--- config.mk ---
export PLATFORM = sky130hd
export DESIGN_NAME = phy_rx_lane_deser
export DESIGN_NICKNAME = d
export VERILOG_FILES = /design/src/rtl/phy_rx_pkg.sv /design/src/rtl/phy_rx_shift_reg.sv /design/src/rtl/phy_rx_lane_deser.sv
export SDC_FILE = /design/constraint.sdc
export NUM_CORES = 1
export LEC_CHECK = 0
export ABC_CLOCK_PERIOD_IN_PS = 2200
export CAP_MARGIN = 5
export CORE_ASPECT_RATIO = 1.4
export CORE_UTILIZATION = 55
export CTS_CLUSTER_DIAMETER = 30
export DETAILED_ROUTE_END_ITERATION = 10
export DONT_BUFFER_PORTS = 1
export GPL_TIMING_DRIVEN = 0
export PLACE_DENSITY_LB_ADDON = 0.15
export SYNTH_ARGS = -nofsm -noshare
export SYNTH_HDL_FRONTEND = slang
export SYNTH_SLANG_ARGS = --single-unit
--- constraint.sdc ---
create_clock -name clk_8f -period 2.2 [get_ports clk_8f]
set_input_delay 0.22 -clock clk_8f [delete_from_list [all_inputs] [get_ports clk_8f]]
set_output_delay 0.22 -clock clk_8f [all_outputs]
set_load 0.02 [all_outputs]
--- src/rtl/phy_rx_pkg.sv ---
`default_nettype none
// ============================================================================
//  Module      : phy_rx_pkg
//  Description : Shared constants and state encoding for the PHY lane
//                receiver. LOSS_COUNT_DEF exists only when RX_LOCK_LOSS_EN
//                is defined.
//  Revision    : 1.0 - initial release
// ============================================================================
package phy_rx_pkg;

  localparam int         DATA_W_DEF    = 8;
  localparam logic [7:0] COM_SYM       = 8'hBC;  // idle/alignment symbol sent by phy_tx
  localparam int         COM_COUNT_DEF = 4;
`ifdef RX_LOCK_LOSS_EN
  localparam int         LOSS_COUNT_DEF = 2;
`endif

  typedef enum logic [1:0] {
    UNLOCKED = 2'd0,
    ALIGNING = 2'd1,
    ACTIVE   = 2'd2
  } rx_state_t;

endpackage
`default_nettype wire

--- src/rtl/phy_rx_shift_reg.sv ---
`default_nettype none
// ============================================================================
//  Module      : phy_rx_shift_reg
//  Description : Serial-in shift register with a symbol bit counter. Presents
//                the window that includes the current bit (shift_nx) and a
//                flag marking the last bit of a symbol.
//  Revision    : 1.0 - initial release
// ============================================================================
module phy_rx_shift_reg #(
  parameter int DATA_W = 8
) (
  input  logic              clk,
  input  logic              reset,
  input  logic              hold,      // freeze register and counter
  input  logic              align,     // current bit closes a symbol
  input  logic              data_in,
  output logic [DATA_W-1:0] shift_nx,
  output logic              boundary
);

  localparam int              CNT_W = (DATA_W > 1) ? $clog2(DATA_W) : 1;
  localparam logic [CNT_W-1:0] LAST = CNT_W'(DATA_W - 1);

  // Only DATA_W-1 history bits are kept: the oldest bit falls out of the
  // window on the very next shift, so it is never needed.
  logic [DATA_W-2:0] r_shift;
  logic [CNT_W-1:0]  r_bit_cnt;

  assign shift_nx = {r_shift, data_in};
  assign boundary = (r_bit_cnt == LAST);

  // Shift one bit per edge; counter restarts after an alignment hit or a boundary.
  always_ff @(posedge clk) begin
    if (reset) begin
      r_shift   <= '0;
      r_bit_cnt <= '0;
    end else if (!hold) begin
      r_shift <= shift_nx[DATA_W-2:0];
      if (align || boundary) begin
        r_bit_cnt <= '0;
      end else begin
        r_bit_cnt <= r_bit_cnt + CNT_W'(1);
      end
    end
  end

endmodule
`default_nettype wire

--- src/rtl/phy_rx_lane_deser.sv ---
`default_nettype none
// ============================================================================
//  Module      : phy_rx_lane_deser
//  Description : Receive side of one PHY lane. Aligns to the COM symbol,
//                declares the lane active after COM_COUNT aligned COMs and
//                recovers data bytes with a one-cycle valid strobe.
//                Optional feature macro: RX_LOCK_LOSS_EN (misaligned COMs
//                drop the lane back to UNLOCKED).
//  Revision    : 1.0 - initial release
// ============================================================================
module phy_rx_lane_deser
  import phy_rx_pkg::*;
#(
  parameter int              DATA_W     = DATA_W_DEF,
  parameter logic [DATA_W-1:0] COM      = DATA_W'(COM_SYM),
`ifdef RX_LOCK_LOSS_EN
  parameter int              LOSS_COUNT = LOSS_COUNT_DEF,
`endif
  parameter int              COM_COUNT  = COM_COUNT_DEF
) (
  input  logic              clk_8f,
  input  logic              reset,
  input  logic              enable,
  input  logic              data_in,
  output logic [DATA_W-1:0] data_out,
  output logic              valid_out,
  output logic              active
);

  localparam int              CNT_W  = $clog2(COM_COUNT + 1);
  localparam logic [CNT_W-1:0] C_SAT = CNT_W'(COM_COUNT);

  logic [DATA_W-1:0] w_shift_nx;
  logic              w_boundary;
  logic              w_align;
  logic              w_is_com;

  rx_state_t         r_state, w_state_nx;
  logic [CNT_W-1:0]  r_com_cnt, w_com_nx;
  logic [DATA_W-1:0] r_data, w_data_nx;
  logic              r_valid, w_valid_nx;

`ifdef RX_LOCK_LOSS_EN
  localparam int               MISS_W = $clog2(LOSS_COUNT + 1);
  localparam logic [MISS_W-1:0] C_LOSS = MISS_W'(LOSS_COUNT);
  logic [MISS_W-1:0] r_miss_cnt, w_miss_nx;
`endif

  phy_rx_shift_reg #(
    .DATA_W (DATA_W)
  ) u_shift (
    .clk      (clk_8f),
    .reset    (reset),
    .hold     (!enable),
    .align    (w_align),
    .data_in  (data_in),
    .shift_nx (w_shift_nx),
    .boundary (w_boundary)
  );

  assign w_is_com  = (w_shift_nx == COM);
  assign data_out  = r_data;
  assign valid_out = r_valid;
  assign active    = (r_state == ACTIVE);

  // Next-state and output decode; everything holds and the strobe drops by default.
  always_comb begin
    w_state_nx = r_state;
    w_com_nx   = r_com_cnt;
    w_data_nx  = r_data;
    w_valid_nx = 1'b0;
    w_align    = 1'b0;
`ifdef RX_LOCK_LOSS_EN
    w_miss_nx  = r_miss_cnt;
`endif
    if (enable) begin
      case (r_state)
        UNLOCKED: begin
          // Bit-by-bit hunt: a COM in the window fixes the symbol boundary here.
          if (w_is_com) begin
            w_state_nx = ALIGNING;
            w_com_nx   = CNT_W'(1);
            w_align    = 1'b1;
          end
        end
        ALIGNING: begin
          if (w_boundary) begin
            if (w_is_com) begin
              if (r_com_cnt + CNT_W'(1) >= C_SAT) begin
                w_state_nx = ACTIVE;
                w_com_nx   = C_SAT;
              end else begin
                w_com_nx = r_com_cnt + CNT_W'(1);
              end
            end else begin
              w_state_nx = UNLOCKED;
              w_com_nx   = '0;
            end
          end
        end
        ACTIVE: begin
          if (w_boundary) begin
            if (!w_is_com) begin
              w_data_nx  = w_shift_nx;
              w_valid_nx = 1'b1;
            end
`ifdef RX_LOCK_LOSS_EN
            else begin
              w_miss_nx = '0;
            end
          end else if (w_is_com) begin
            // COM seen off the boundary: the lane has slipped.
            if (r_miss_cnt + MISS_W'(1) >= C_LOSS) begin
              w_state_nx = UNLOCKED;
              w_com_nx   = '0;
              w_miss_nx  = '0;
            end else begin
              w_miss_nx = r_miss_cnt + MISS_W'(1);
            end
`endif
          end
        end
        default: begin
          w_state_nx = UNLOCKED;
          w_com_nx   = '0;
        end
      endcase
    end
  end

  // State, counters and output registers; reset overrides enable.
  always_ff @(posedge clk_8f) begin
    if (reset) begin
      r_state    <= UNLOCKED;
      r_com_cnt  <= '0;
      r_data     <= '0;
      r_valid    <= 1'b0;
`ifdef RX_LOCK_LOSS_EN
      r_miss_cnt <= '0;
`endif
    end else begin
      r_state    <= w_state_nx;
      r_com_cnt  <= w_com_nx;
      r_data     <= w_data_nx;
      r_valid    <= w_valid_nx;
`ifdef RX_LOCK_LOSS_EN
      r_miss_cnt <= w_miss_nx;
`endif
    end
  end

endmodule
`default_nettype wire
==> report_table.html, run 1 <==
<table>
<tr><th>Metric</th><th>Value</th></tr>
<tr><th colspan="2">Clock network</th></tr>
<tr><td>Post-CTS Resized</td><td>0</td></tr>
<tr><td>TritonCTS clock tree</td><td>yes</td></tr>
<tr><td>Number of post-CTS setup repair buffers</td><td>0</td></tr>
<tr><td>Insertion delay of the later-clocked pin in the worst-skew pair</td><td>between 0.3 and 0.4 ns</td></tr>
<tr><td>Clk sinks</td><td>24</td></tr>
<tr><td>H-tree depth reported by CTS</td><td>1</td></tr>
<tr><td>Max Root-Sink Buffers</td><td>2</td></tr>
<tr><td>Buffer type at the clock tree root</td><td>sky130_fd_sc_hd__clkbuf_4</td></tr>
<tr><td>Number of hold buffers added after cts</td><td>0</td></tr>
<tr><td>Number of buffers created by CTS</td><td>3</td></tr>
<tr><td>Clock slew seen by the registers of the worst setup and hold paths</td><td>about 0.12 ns</td></tr>
<tr><th colspan="2">Run</th></tr>
<tr><td>Total of max-cap violations</td><td>0</td></tr>
<tr><th colspan="2">Placed design</th></tr>
<tr><td>Cell area after placement</td><td>~0.0011 mm2</td></tr>
<tr><td>Count of buffers inserted at the top-level ports</td><td>0</td></tr>
<tr><td>RePlAce Congestion</td><td>0.681</td></tr>
<tr><td>Half-perimeter wire length after detailed placement</td><td>between 1 and 1.5 mm</td></tr>
<tr><td>Post-Place Worst Slack</td><td>0.344 ns</td></tr>
<tr><th colspan="2">STA</th></tr>
<tr><td>Final worst-path setup slack</td><td>0.315 ns</td></tr>
<tr><td>Final setup violation count</td><td>0</td></tr>
<tr><td>Final cycle utilization of the critical path</td><td>85.7%</td></tr>
<tr><td>Final Hold Fails</td><td>0</td></tr>
<tr><td>Relative max-transition margin</td><td>between 50 and 60%</td></tr>
<tr><td>Slew at the pin closest to its max-slew limit</td><td>around 0.6 ns</td></tr>
<tr><td>Fin. max-slew vios</td><td>0</td></tr>
<tr><td>Clock skew</td><td>around 0.0047 ns</td></tr>
<tr><td>Highest clock rate</td><td>approximately 530 MHz</td></tr>
<tr><td>Time the final worst path needs with I/O delays and setup</td><td>1.89 ns</td></tr>
<tr><td>Worst hold margin</td><td>between 0.05 and 0.06 ns</td></tr>
<tr><td>Unrepaired setup endpoints after global routing</td><td>false</td></tr>
<tr><td>Post-Route Setup TNS</td><td>0 ns</td></tr>
<tr><th colspan="2">Floorplanning</th></tr>
<tr><td>Total I/O pin count</td><td>14</td></tr>
<tr><td>Initial core utilization</td><td>~59%</td></tr>
<tr><td>Number of rows in the core area</td><td>18</td></tr>
<tr><td>Width of the chip</td><td>around 39 um</td></tr>
<tr><td>Standard cell core area</td><td>0.00176 mm2</td></tr>
<tr><td>Height of the die</td><td>around 53 um</td></tr>
<tr><td>Die Outline Area</td><td>0.00206 mm2</td></tr>
<tr><th colspan="2">Drt</th></tr>
<tr><td>Via-per-instance ratio</td><td>5.94</td></tr>
<tr><td>Initial DRT Pass Iterations</td><td>4</td></tr>
<tr><td>Total vias in the final route</td><td>between 700 and 800</td></tr>
<tr><td>DRC violations left</td><td>0</td></tr>
<tr><td>Total wire length after detailed routing</td><td>around 1.8 mm</td></tr>
<tr><td>Drt initial violations</td><td>20</td></tr>
<tr><td>Wire per inst</td><td>14.3 um</td></tr>
<tr><td>Number of routed nets with antenna violations</td><td>0</td></tr>
<tr><th colspan="2">Global routing</th></tr>
<tr><td>Via count of the first global-routing pass</td><td>between 600 and 700</td></tr>
<tr><td>Largest net degree at the start of global routing</td><td>15</td></tr>
<tr><td>Grt ovf</td><td>0</td></tr>
<tr><td>First-pass GRT wire length</td><td>about 2.9 mm</td></tr>
<tr><td>Number of antenna violations at the first check in global routing</td><td>0</td></tr>
<tr><td>GRT Resource Usage Total</td><td>20.6%</td></tr>
<tr><th colspan="2">Setup path</th></tr>
<tr><td>Startpoint of the most critical setup path</td><td>u_shift.r_bit_cnt[0]$_SDFFE_PP0P_</td></tr>
<tr><td>CP Capture Type</td><td>flip-flop</td></tr>
<tr><td>Path length in cells of the critical path</td><td>6</td></tr>
<tr><td>CP Data Required Time</td><td>around 2.4 ns</td></tr>
<tr><td>Crit path capture</td><td>data_out[3]$_SDFFE_PP0P_</td></tr>
<tr><td>Crit Path Category</td><td>flip-flop to flip-flop</td></tr>
<tr><td>Biggest cell delay along the critical path</td><td>between 0.4 and 0.5 ns</td></tr>
<tr><td>Critical Path, Cell by Cell</td><td>ha_1 &gt; ha_1 &gt; nand4b_1 &gt; a21oi_2 &gt; mux2i_1 &gt; nor2_1</td></tr>
<tr><td>Crit start category</td><td>flip-flop</td></tr>
<tr><td>End of the worst register-to-register path</td><td>data_out[3]$_SDFFE_PP0P_</td></tr>
<tr><td>Largest fanout of any net on the critical path</td><td>8</td></tr>
<tr><td>Most frequent CP cell</td><td>sky130_fd_sc_hd__ha_1</td></tr>
<tr><td>Arrival time of the worst setup path</td><td>approximately 2.1 ns</td></tr>
<tr><td>Cell class contributing the biggest share of worst-path delay</td><td>compound AO/OA/AOI/OAI gates</td></tr>
<tr><td>Library cell contributing the largest single delay on the critical path</td><td>sky130_fd_sc_hd__a21oi_2</td></tr>
<tr><td>Worst Reg-to-Reg Cells</td><td>6</td></tr>
<tr><td>Reg2reg setup slack</td><td>approximately 0.31 ns</td></tr>
<tr><td>Critical register-to-register path startpoint</td><td>u_shift.r_bit_cnt[0]$_SDFFE_PP0P_</td></tr>
<tr><td>Combined buffer and inverter count along the critical path</td><td>0</td></tr>
<tr><th colspan="2">Layout</th></tr>
<tr><td>Fin nets</td><td>roughly 110</td></tr>
<tr><td>Syn-to-layout area delta</td><td>7.51%</td></tr>
<tr><td>Filler Cell Count</td><td>~160</td></tr>
<tr><td>Post-route cell area</td><td>about 0.0011 mm2</td></tr>
<tr><td>Multi-input logic area</td><td>538 um2</td></tr>
<tr><td>Share of post-route cells with drive strength above 1</td><td>under 10%</td></tr>
<tr><td>Storage cell area</td><td>approximately 480 um2</td></tr>
<tr><td>Diode count</td><td>0</td></tr>
<tr><th colspan="2">Synthesis</th></tr>
<tr><td>Commonest cells in the netlist</td><td>sky130_fd_sc_hd__dfxtp_1, sky130_fd_sc_hd__nor2_1, sky130_fd_sc_hd__mux2i_1</td></tr>
<tr><td>Mux contribution to synthesized area</td><td>15.6%</td></tr>
<tr><td>Compound-cell area share of the yosys netlist</td><td>10.7%</td></tr>
<tr><td>Netlist area before placement</td><td>around 0.0010 mm2</td></tr>
<tr><td>Synth top area cells</td><td>sky130_fd_sc_hd__dfxtp_1, sky130_fd_sc_hd__mux2i_1, sky130_fd_sc_hd__nor2_1</td></tr>
<tr><td>Cells after Synth</td><td>102</td></tr>
<tr><td>Share of the synthesized area in the top cell type</td><td>approximately 46%</td></tr>
<tr><td>Adder-cell area share of the yosys netlist</td><td>under 10%</td></tr>
<tr><td>Post-synthesis average cell area</td><td>slightly above 10 um2</td></tr>
<tr><td>Proportion of synthesized chip area in sequential cells</td><td>46.5%</td></tr>
<tr><td>Net count after synthesis</td><td>109</td></tr>
<tr><td>Main synth FF type</td><td>sky130_fd_sc_hd__dfxtp_1</td></tr>
<tr><td>Main combinational cell family by area after synthesis</td><td>simple AND/OR/NAND/NOR gates</td></tr>
<tr><td>Count of state elements after synthesis</td><td>24</td></tr>
<tr><td>Cell type contributing the most total cell area after synthesis</td><td>sky130_fd_sc_hd__dfxtp_1</td></tr>
<tr><td>Share of async-settable or async-resettable flops after synthesis</td><td>0%</td></tr>
<tr><td>Number of synthesized flops with an enable pin</td><td>0</td></tr>
<tr><td>Most instantiated library cell after synthesis</td><td>sky130_fd_sc_hd__dfxtp_1</td></tr>
<tr><td>Total of warnings raised by yosys</td><td>0</td></tr>
<tr><td>Post-synthesis cell type count</td><td>33</td></tr>
<tr><td>Synthesized-area fraction occupied by and/or/nand/nor cells</td><td>between 20% and 30%</td></tr>
<tr><td>Parity-gate share of the synthesized area counting xor and xnor cells</td><td>less than 1%</td></tr>
<tr><th colspan="2">Pwr</th></tr>
<tr><td>Max IR drop VDD</td><td>0.534 mV</td></tr>
<tr><td>Leakage power</td><td>between 0.0004 and 0.0005 uW</td></tr>
<tr><td>Ratio of total power to cell area</td><td>704 mW/mm2</td></tr>
<tr><th colspan="2">Run status</th></tr>
<tr><td>Result of the run</td><td>completed</td></tr>
<tr><th colspan="2">Worst hold path</th></tr>
<tr><td>Hold crit path type</td><td>primary input to flip-flop</td></tr>
</table>
==> power by group <==
part           internal (uW)  leakage [uW]  switching, uW
Clock                    184     0.0000279            125
Sequential               440      0.000194           4.62
Combinational           11.8      0.000195           16.4
Total                    636      0.000417            146
==> sequential cells by signal (all words and copies together), names as in the netlist <==
| name | flops |
|---|---|
| r_com_cnt | 3 |
| r_state | 2 |
| u_shift.r_shift | 7 |
| u_shift.r_bit_cnt | 3 |
| valid_out | 1 |
| data_out | 8 |
==> layout by cell type, fill, tap and decap left out, drive strengths merged <==
master and count:
a2111oi 1, a21boi 1, a21o 1, a21oi 5, a22o 2, a32o 1, and4 2, buf 1
bufinv 1, clkbuf 5, dfxtp 24, ha 3, inv 1, mux2 1, mux2i 15, nand2 1
nand2b 3, nand3 2, nand4 2, nand4b 1, nor2 20, nor2b 1, nor3 3, nor3b 1
nor4b 1, nor4bb 1, o21ai 3, o2bb2ai 1, or4b 1, xor2 1
==> stage by stage <==
stage / power, uW / instances / utilization (%)
2_1_floorplan: 476 / 102 / -
3_3_place_gp: 482 / 122 / 60.3
3_5_place_dp: 483 / 122 / 60.3
4_1_cts: 793 / 126 / 63.2
5_1_grt: 816 / 126 / 63.2
6_report: 782 / 126 / 63.2
==> layout make-up <==
| class | count | share of cell area [%] |
|---|---|---|
| well taps | 20 | 2.25 |
| multi-input cells | 74 | 48.4 |
| clock inverters | 1 | 2.70 |
| inverters | 1 | 0.338 |
| plain buffers | 3 | 1.01 |
| clock buffers | 3 | 2.03 |
| flip-flops and latches | 24 | 43.2 |
==> metal layers <==
layer  track usage [%]  up-vias  wire length [um]
li1                  -      377                 -
met1              23.3      348               780
met2              33.1       20               888
met3              4.62        4                87
met4              13.8        0                48
met5                 0        -                 0
==> logic make-up (layout without fill, tap and decap cells) <==
family,after synthesis,count (layout)
XOR/XNOR,1,1
AND/OR/NAND/NOR,39,39
flip-flops,24,24
multiplexers,16,16
AO/OA/AOI/OAI,15,15
buffers and inverters,4,8
adder cells (fa/ha/maj),3,3
==> worst min path at each step <==
| stage | start | endpoint | slack (ns) | depth (start not counted) |
|---|---|---|---|---|
| after floorplan | data_in | data_out[0]$_SDFFE_PP0P_ | 0.37 | 2 |
| after global placement | data_in | data_out[0]$_SDFFE_PP0P_ | 0.38 | 2 |
| final | data_in | data_out[0]$_SDFFE_PP0P_ | 0.05 | 2 |
| after global routing | data_in | data_out[0]$_SDFFE_PP0P_ | 0.04 | 2 |
| after detailed placement | data_in | data_out[0]$_SDFFE_PP0P_ | 0.39 | 2 |
| after CTS | data_in | data_out[0]$_SDFFE_PP0P_ | 0.05 | 2 |
Note: power is estimated with default switching activity, not from simulation.
==> run 2, diff against run 1 <==
--- a/config.mk
+++ b/config.mk
@@ -8,6 +8,7 @@
 export ABC_CLOCK_PERIOD_IN_PS = 2200
 export CAP_MARGIN = 5
 export CORE_ASPECT_RATIO = 1.4
+export CORE_MARGIN = 2
 export CORE_UTILIZATION = 55
 export CTS_CLUSTER_DIAMETER = 30
 export DETAILED_ROUTE_END_ITERATION = 10
@@ -17,3 +18,4 @@
 export SYNTH_ARGS = -nofsm -noshare
 export SYNTH_HDL_FRONTEND = slang
 export SYNTH_SLANG_ARGS = --single-unit
+export TNS_END_PERCENT = 1
==> run 2 against run 1 <==
- via count increased by 1.3%
- die area increased by 9.1%
- final cell count decreased by 0.79%
- non-clock buffer count unchanged
- first-iteration DRC count decreased by 45%
- clock-buffer cell count unchanged
- sequential cell count unchanged
- clock power decreased by 42%
- sequential power about the same
- critical path depth unchanged
- fmax decreased by 1.2%
==> report_table.html, run 2 (synthesis gave the netlist of run 1 again) <==
<table>
<tr><th>Metric</th><th>Value</th></tr>
<tr><th colspan="2">Drt</th></tr>
<tr><td>Sum of met2 wire segment lengths after detailed routing</td><td>920 um (was 888 um)</td></tr>
<tr><td>Via-per-instance ratio</td><td>6.07 (was 5.94)</td></tr>
<tr><td>Drt initial violations</td><td>11 (was 20)</td></tr>
<tr><td>M1 wire length</td><td>770 um (was 780 um)</td></tr>
<tr><td>Total vias in the final route</td><td>759 (was 749)</td></tr>
<tr><td>Number of routed nets with antenna violations</td><td>0 (unchanged)</td></tr>
<tr><td>Met3 wirelength from detailed routing</td><td>75 um (was 87 um)</td></tr>
<tr><td>Highest routed layer</td><td>met4 (unchanged)</td></tr>
<tr><td>Wire per inst</td><td>14.5 um (was 14.3 um)</td></tr>
<tr><td>Initial DRT Pass Iterations</td><td>3 (was 4)</td></tr>
<tr><td>DRC violations left</td><td>0 (unchanged)</td></tr>
<tr><td>Total wire length after detailed routing</td><td>1.82 mm (was 1.81 mm)</td></tr>
<tr><th colspan="2">Floorplanning</th></tr>
<tr><td>Height of the die</td><td>55.3 um (was 53.3 um)</td></tr>
<tr><td>Standard cell core area</td><td>0.00176 mm2 (unchanged)</td></tr>
<tr><td>Initial core utilization</td><td>58.8% (unchanged)</td></tr>
<tr><td>Number of rows in the core area</td><td>18 (unchanged)</td></tr>
<tr><td>Width of the chip</td><td>40.6 um (was 38.6 um)</td></tr>
<tr><td>Die Outline Area</td><td>0.00225 mm2 (was 0.00206 mm2)</td></tr>
<tr><td>Total I/O pin count</td><td>14 (unchanged)</td></tr>
<tr><th colspan="2">Setup path</th></tr>
<tr><td>Library cell contributing the largest single delay on the critical path</td><td>sky130_fd_sc_hd__a21oi_2 (unchanged)</td></tr>
<tr><td>Reg2reg setup slack</td><td>0.29 ns (was 0.31 ns)</td></tr>
<tr><td>Critical Path, Cell by Cell</td><td>ha_1 &gt; ha_1 &gt; nand4b_1 &gt; a21oi_2 &gt; mux2i_1 &gt; nor2_1 (unchanged)</td></tr>
<tr><td>Crit Path Category</td><td>flip-flop to flip-flop (unchanged)</td></tr>
<tr><td>Combined buffer and inverter count along the critical path</td><td>0 (unchanged)</td></tr>
<tr><td>Critical register-to-register path startpoint</td><td>u_shift.r_bit_cnt[0]$_SDFFE_PP0P_ (unchanged)</td></tr>
<tr><td>Largest fanout of any net on the critical path</td><td>8 (unchanged)</td></tr>
<tr><td>End of the worst register-to-register path</td><td>data_out[0]$_SDFFE_PP0P_ (was data_out[3]$_SDFFE_PP0P_)</td></tr>
<tr><td>CP Capture Type</td><td>flip-flop (unchanged)</td></tr>
<tr><td>Crit start category</td><td>flip-flop (unchanged)</td></tr>
<tr><td>Worst Reg-to-Reg Cells</td><td>6 (unchanged)</td></tr>
<tr><td>Biggest cell delay along the critical path</td><td>0.49 ns (about the same)</td></tr>
<tr><td>Cell class contributing the biggest share of worst-path delay</td><td>compound AO/OA/AOI/OAI gates (unchanged)</td></tr>
<tr><td>CP Data Required Time</td><td>2.39 ns (was 2.40 ns)</td></tr>
<tr><td>Most frequent CP cell</td><td>sky130_fd_sc_hd__ha_1 (unchanged)</td></tr>
<tr><td>Arrival time of the worst setup path</td><td>2.10 ns (was 2.08 ns)</td></tr>
<tr><th colspan="2">Layout</th></tr>
<tr><td>Max reg flops</td><td>8 (unchanged)</td></tr>
<tr><td>Syn-to-layout area delta</td><td>4.60% (was 7.51%)</td></tr>
<tr><td>Share of post-route cells with drive strength above 1</td><td>8.57% (was 9.43%)</td></tr>
<tr><td>Most frequent cells in the layout</td><td>sky130_fd_sc_hd__dfxtp_1, sky130_fd_sc_hd__nor2_1, sky130_fd_sc_hd__mux2i_1 (unchanged)</td></tr>
<tr><td>Final std cells w/o fill</td><td>125 (was 126)</td></tr>
<tr><td>Diode count</td><td>0 (unchanged)</td></tr>
<tr><td>Commonest non-fill, non-tap cell in the layout</td><td>sky130_fd_sc_hd__dfxtp_1 (unchanged)</td></tr>
<tr><td>Fin nets</td><td>114 (unchanged)</td></tr>
<tr><td>Core Util, Final</td><td>61.5% (was 63.2%)</td></tr>
<tr><th colspan="2">STA</th></tr>
<tr><td>Final Hold Fails</td><td>0 (unchanged)</td></tr>
<tr><td>Unrepaired setup endpoints after global routing</td><td>false (unchanged)</td></tr>
<tr><td>Slew at the pin closest to its max-slew limit</td><td>0.619 ns (was 0.602 ns)</td></tr>
<tr><td>Time the final worst path needs with I/O delays and setup</td><td>1.91 ns (was 1.89 ns)</td></tr>
<tr><td>Fin. max-slew vios</td><td>0 (unchanged)</td></tr>
<tr><td>Clock skew</td><td>0.00106 ns (was 0.00474 ns)</td></tr>
<tr><td>Final setup violation count</td><td>0 (unchanged)</td></tr>
<tr><td>Post-Route Setup TNS</td><td>0 ns (unchanged)</td></tr>
<tr><td>Relative max-transition margin</td><td>58.7% (was 59.9%)</td></tr>
<tr><td>Highest clock rate</td><td>524 MHz (was 530 MHz)</td></tr>
<tr><td>Final cycle utilization of the critical path</td><td>86.7% (was 85.7%)</td></tr>
<tr><th colspan="2">Worst hold path</th></tr>
<tr><td>Cell depth of the worst min-delay path</td><td>2 (unchanged)</td></tr>
<tr><td>Hold path startpoint</td><td>data_in (unchanged)</td></tr>
<tr><td>WHS Endpoint</td><td>u_shift.r_shift[0]$_SDFFE_PP0P_ (was data_out[0]$_SDFFE_PP0P_)</td></tr>
<tr><td>Hold crit path type</td><td>primary input to flip-flop (unchanged)</td></tr>
<tr><th colspan="2">Run status</th></tr>
<tr><td>Result of the run</td><td>completed (unchanged)</td></tr>
<tr><th colspan="2">Placed design</th></tr>
<tr><td>RePlAce Congestion</td><td>0.691 (was 0.681)</td></tr>
<tr><td>Count of buffers inserted at the top-level ports</td><td>0 (unchanged)</td></tr>
<tr><td>Placed cell count</td><td>122 (unchanged)</td></tr>
<tr><td>Half-perimeter wire length after detailed placement</td><td>1.36 mm (was 1.33 mm)</td></tr>
<tr><th colspan="2">Global routing</th></tr>
<tr><td>Number of antenna violations at the first check in global routing</td><td>0 (unchanged)</td></tr>
<tr><td>GRT Resource Usage Total</td><td>18.5% (was 20.6%)</td></tr>
<tr><td>Via count of the first global-routing pass</td><td>721 (was 682)</td></tr>
<tr><td>Grt ovf</td><td>0 (unchanged)</td></tr>
<tr><td>First-pass GRT wire length</td><td>2.94 mm (was 2.88 mm)</td></tr>
<tr><td>Largest net degree at the start of global routing</td><td>13 (was 15)</td></tr>
<tr><th colspan="2">Clock network</th></tr>
<tr><td>Post-CTS Resized</td><td>0 (unchanged)</td></tr>
<tr><td>Max Root-Sink Buffers</td><td>2 (unchanged)</td></tr>
<tr><td>Insertion delay of the later-clocked pin in the worst-skew pair</td><td>0.30 ns (was 0.31 ns)</td></tr>
<tr><td>TritonCTS clock tree</td><td>yes (unchanged)</td></tr>
<tr><td>Clk sinks</td><td>24 (unchanged)</td></tr>
<tr><td>H-tree depth reported by CTS</td><td>1 (unchanged)</td></tr>
<tr><td>Buffer type at the clock tree root</td><td>sky130_fd_sc_hd__clkbuf_4 (unchanged)</td></tr>
<tr><td>Number of buffers created by CTS</td><td>3 (unchanged)</td></tr>
<tr><td>Clock slew seen by the registers of the worst setup and hold paths</td><td>0.11 ns (was 0.12 ns)</td></tr>
<tr><td>Number of hold buffers added after cts</td><td>0 (unchanged)</td></tr>
<tr><td>Number of post-CTS setup repair buffers</td><td>0 (unchanged)</td></tr>
<tr><th colspan="2">Pwr</th></tr>
<tr><td>Leakage power</td><td>0.000403 uW (was 0.000417 uW)</td></tr>
<tr><td>Max IR drop VDD</td><td>0.464 mV (was 0.534 mV)</td></tr>
<tr><td>Ratio of total power to cell area</td><td>603 mW/mm2 (was 704 mW/mm2)</td></tr>
<tr><th colspan="2">Run</th></tr>
<tr><td>Total of max-cap violations</td><td>0 (unchanged)</td></tr>
</table>
-- run 2: cell count changes in the layout (fill, tap and decap cells not counted), sizes merged --
cell    delta
bufinv     -1
-- run 2: layer usage --
layer,up-vias,track usage (%)
met5,-,0
met4,0,11.4
met3,4,5.22
met2,11,29.0
met1,369,20.5
li1,375,-
-- run 2: area by class of cell --
type	count	area [um2]
multi-input combinational	74	538
sequential	24	480
clock buffer	3	22.5
inverter	1	3.75
fill	162	676
tap	20	25.0
buffer	3	11.3
-- run 2: worst register-to-register path, cell delays in order (launching register included) --
cell and delay [ns]:
sky130_fd_sc_hd__dfxtp_1 0.36, sky130_fd_sc_hd__ha_1 0.16, sky130_fd_sc_hd__ha_1 0.28, sky130_fd_sc_hd__nand4b_1 0.20, sky130_fd_sc_hd__a21oi_2 0.49, sky130_fd_sc_hd__mux2i_1 0.25
sky130_fd_sc_hd__nor2_1 0.05
-- run 2: how the worst max path moves through the flow --
stage,startpoint,endpoint,slack (ns),depth (start not counted)
after floorplan,u_shift.r_bit_cnt[0]$_SDFFE_PP0P_,data_out[2]$_SDFFE_PP0P_,0.58,6
final,u_shift.r_bit_cnt[0]$_SDFFE_PP0P_,data_out[0]$_SDFFE_PP0P_,0.29,6
after global placement,u_shift.r_bit_cnt[0]$_SDFFE_PP0P_,data_out[6]$_SDFFE_PP0P_,0.36,6
after global routing,u_shift.r_bit_cnt[0]$_SDFFE_PP0P_,data_out[0]$_SDFFE_PP0P_,0.18,6
after detailed placement,u_shift.r_bit_cnt[0]$_SDFFE_PP0P_,data_out[0]$_SDFFE_PP0P_,0.31,6
after CTS,u_shift.r_bit_cnt[0]$_SDFFE_PP0P_,data_out[0]$_SDFFE_PP0P_,0.30,6
-- run 2: stage by stage --
| stage | instance area, um2 | setup slack [ns] | hold slack (ns) | power, uW |
|---|---|---|---|---|
| after global placement | 1060 | 0.357 | 0.378 | 482 |
| after global routing | 1080 | 0.178 | 0.0928 | 680 |
| after floorplan | 1030 | 0.578 | 0.367 | 476 |
| final | 1080 | 0.292 | 0.0576 | 652 |
| after CTS | 1080 | 0.296 | 0.0519 | 664 |
| after detailed placement | 1060 | 0.314 | 0.378 | 483 |
-- run 2: where the power goes --
group	leakage, uW	internal (uW)	switching, uW	total [uW]
Combinational	0.000195	11.7	16.2	28.0
Clock	0.0000138	64.0	116	180
Sequential	0.000194	440	4.74	445
Total	0.000403	516	137	652
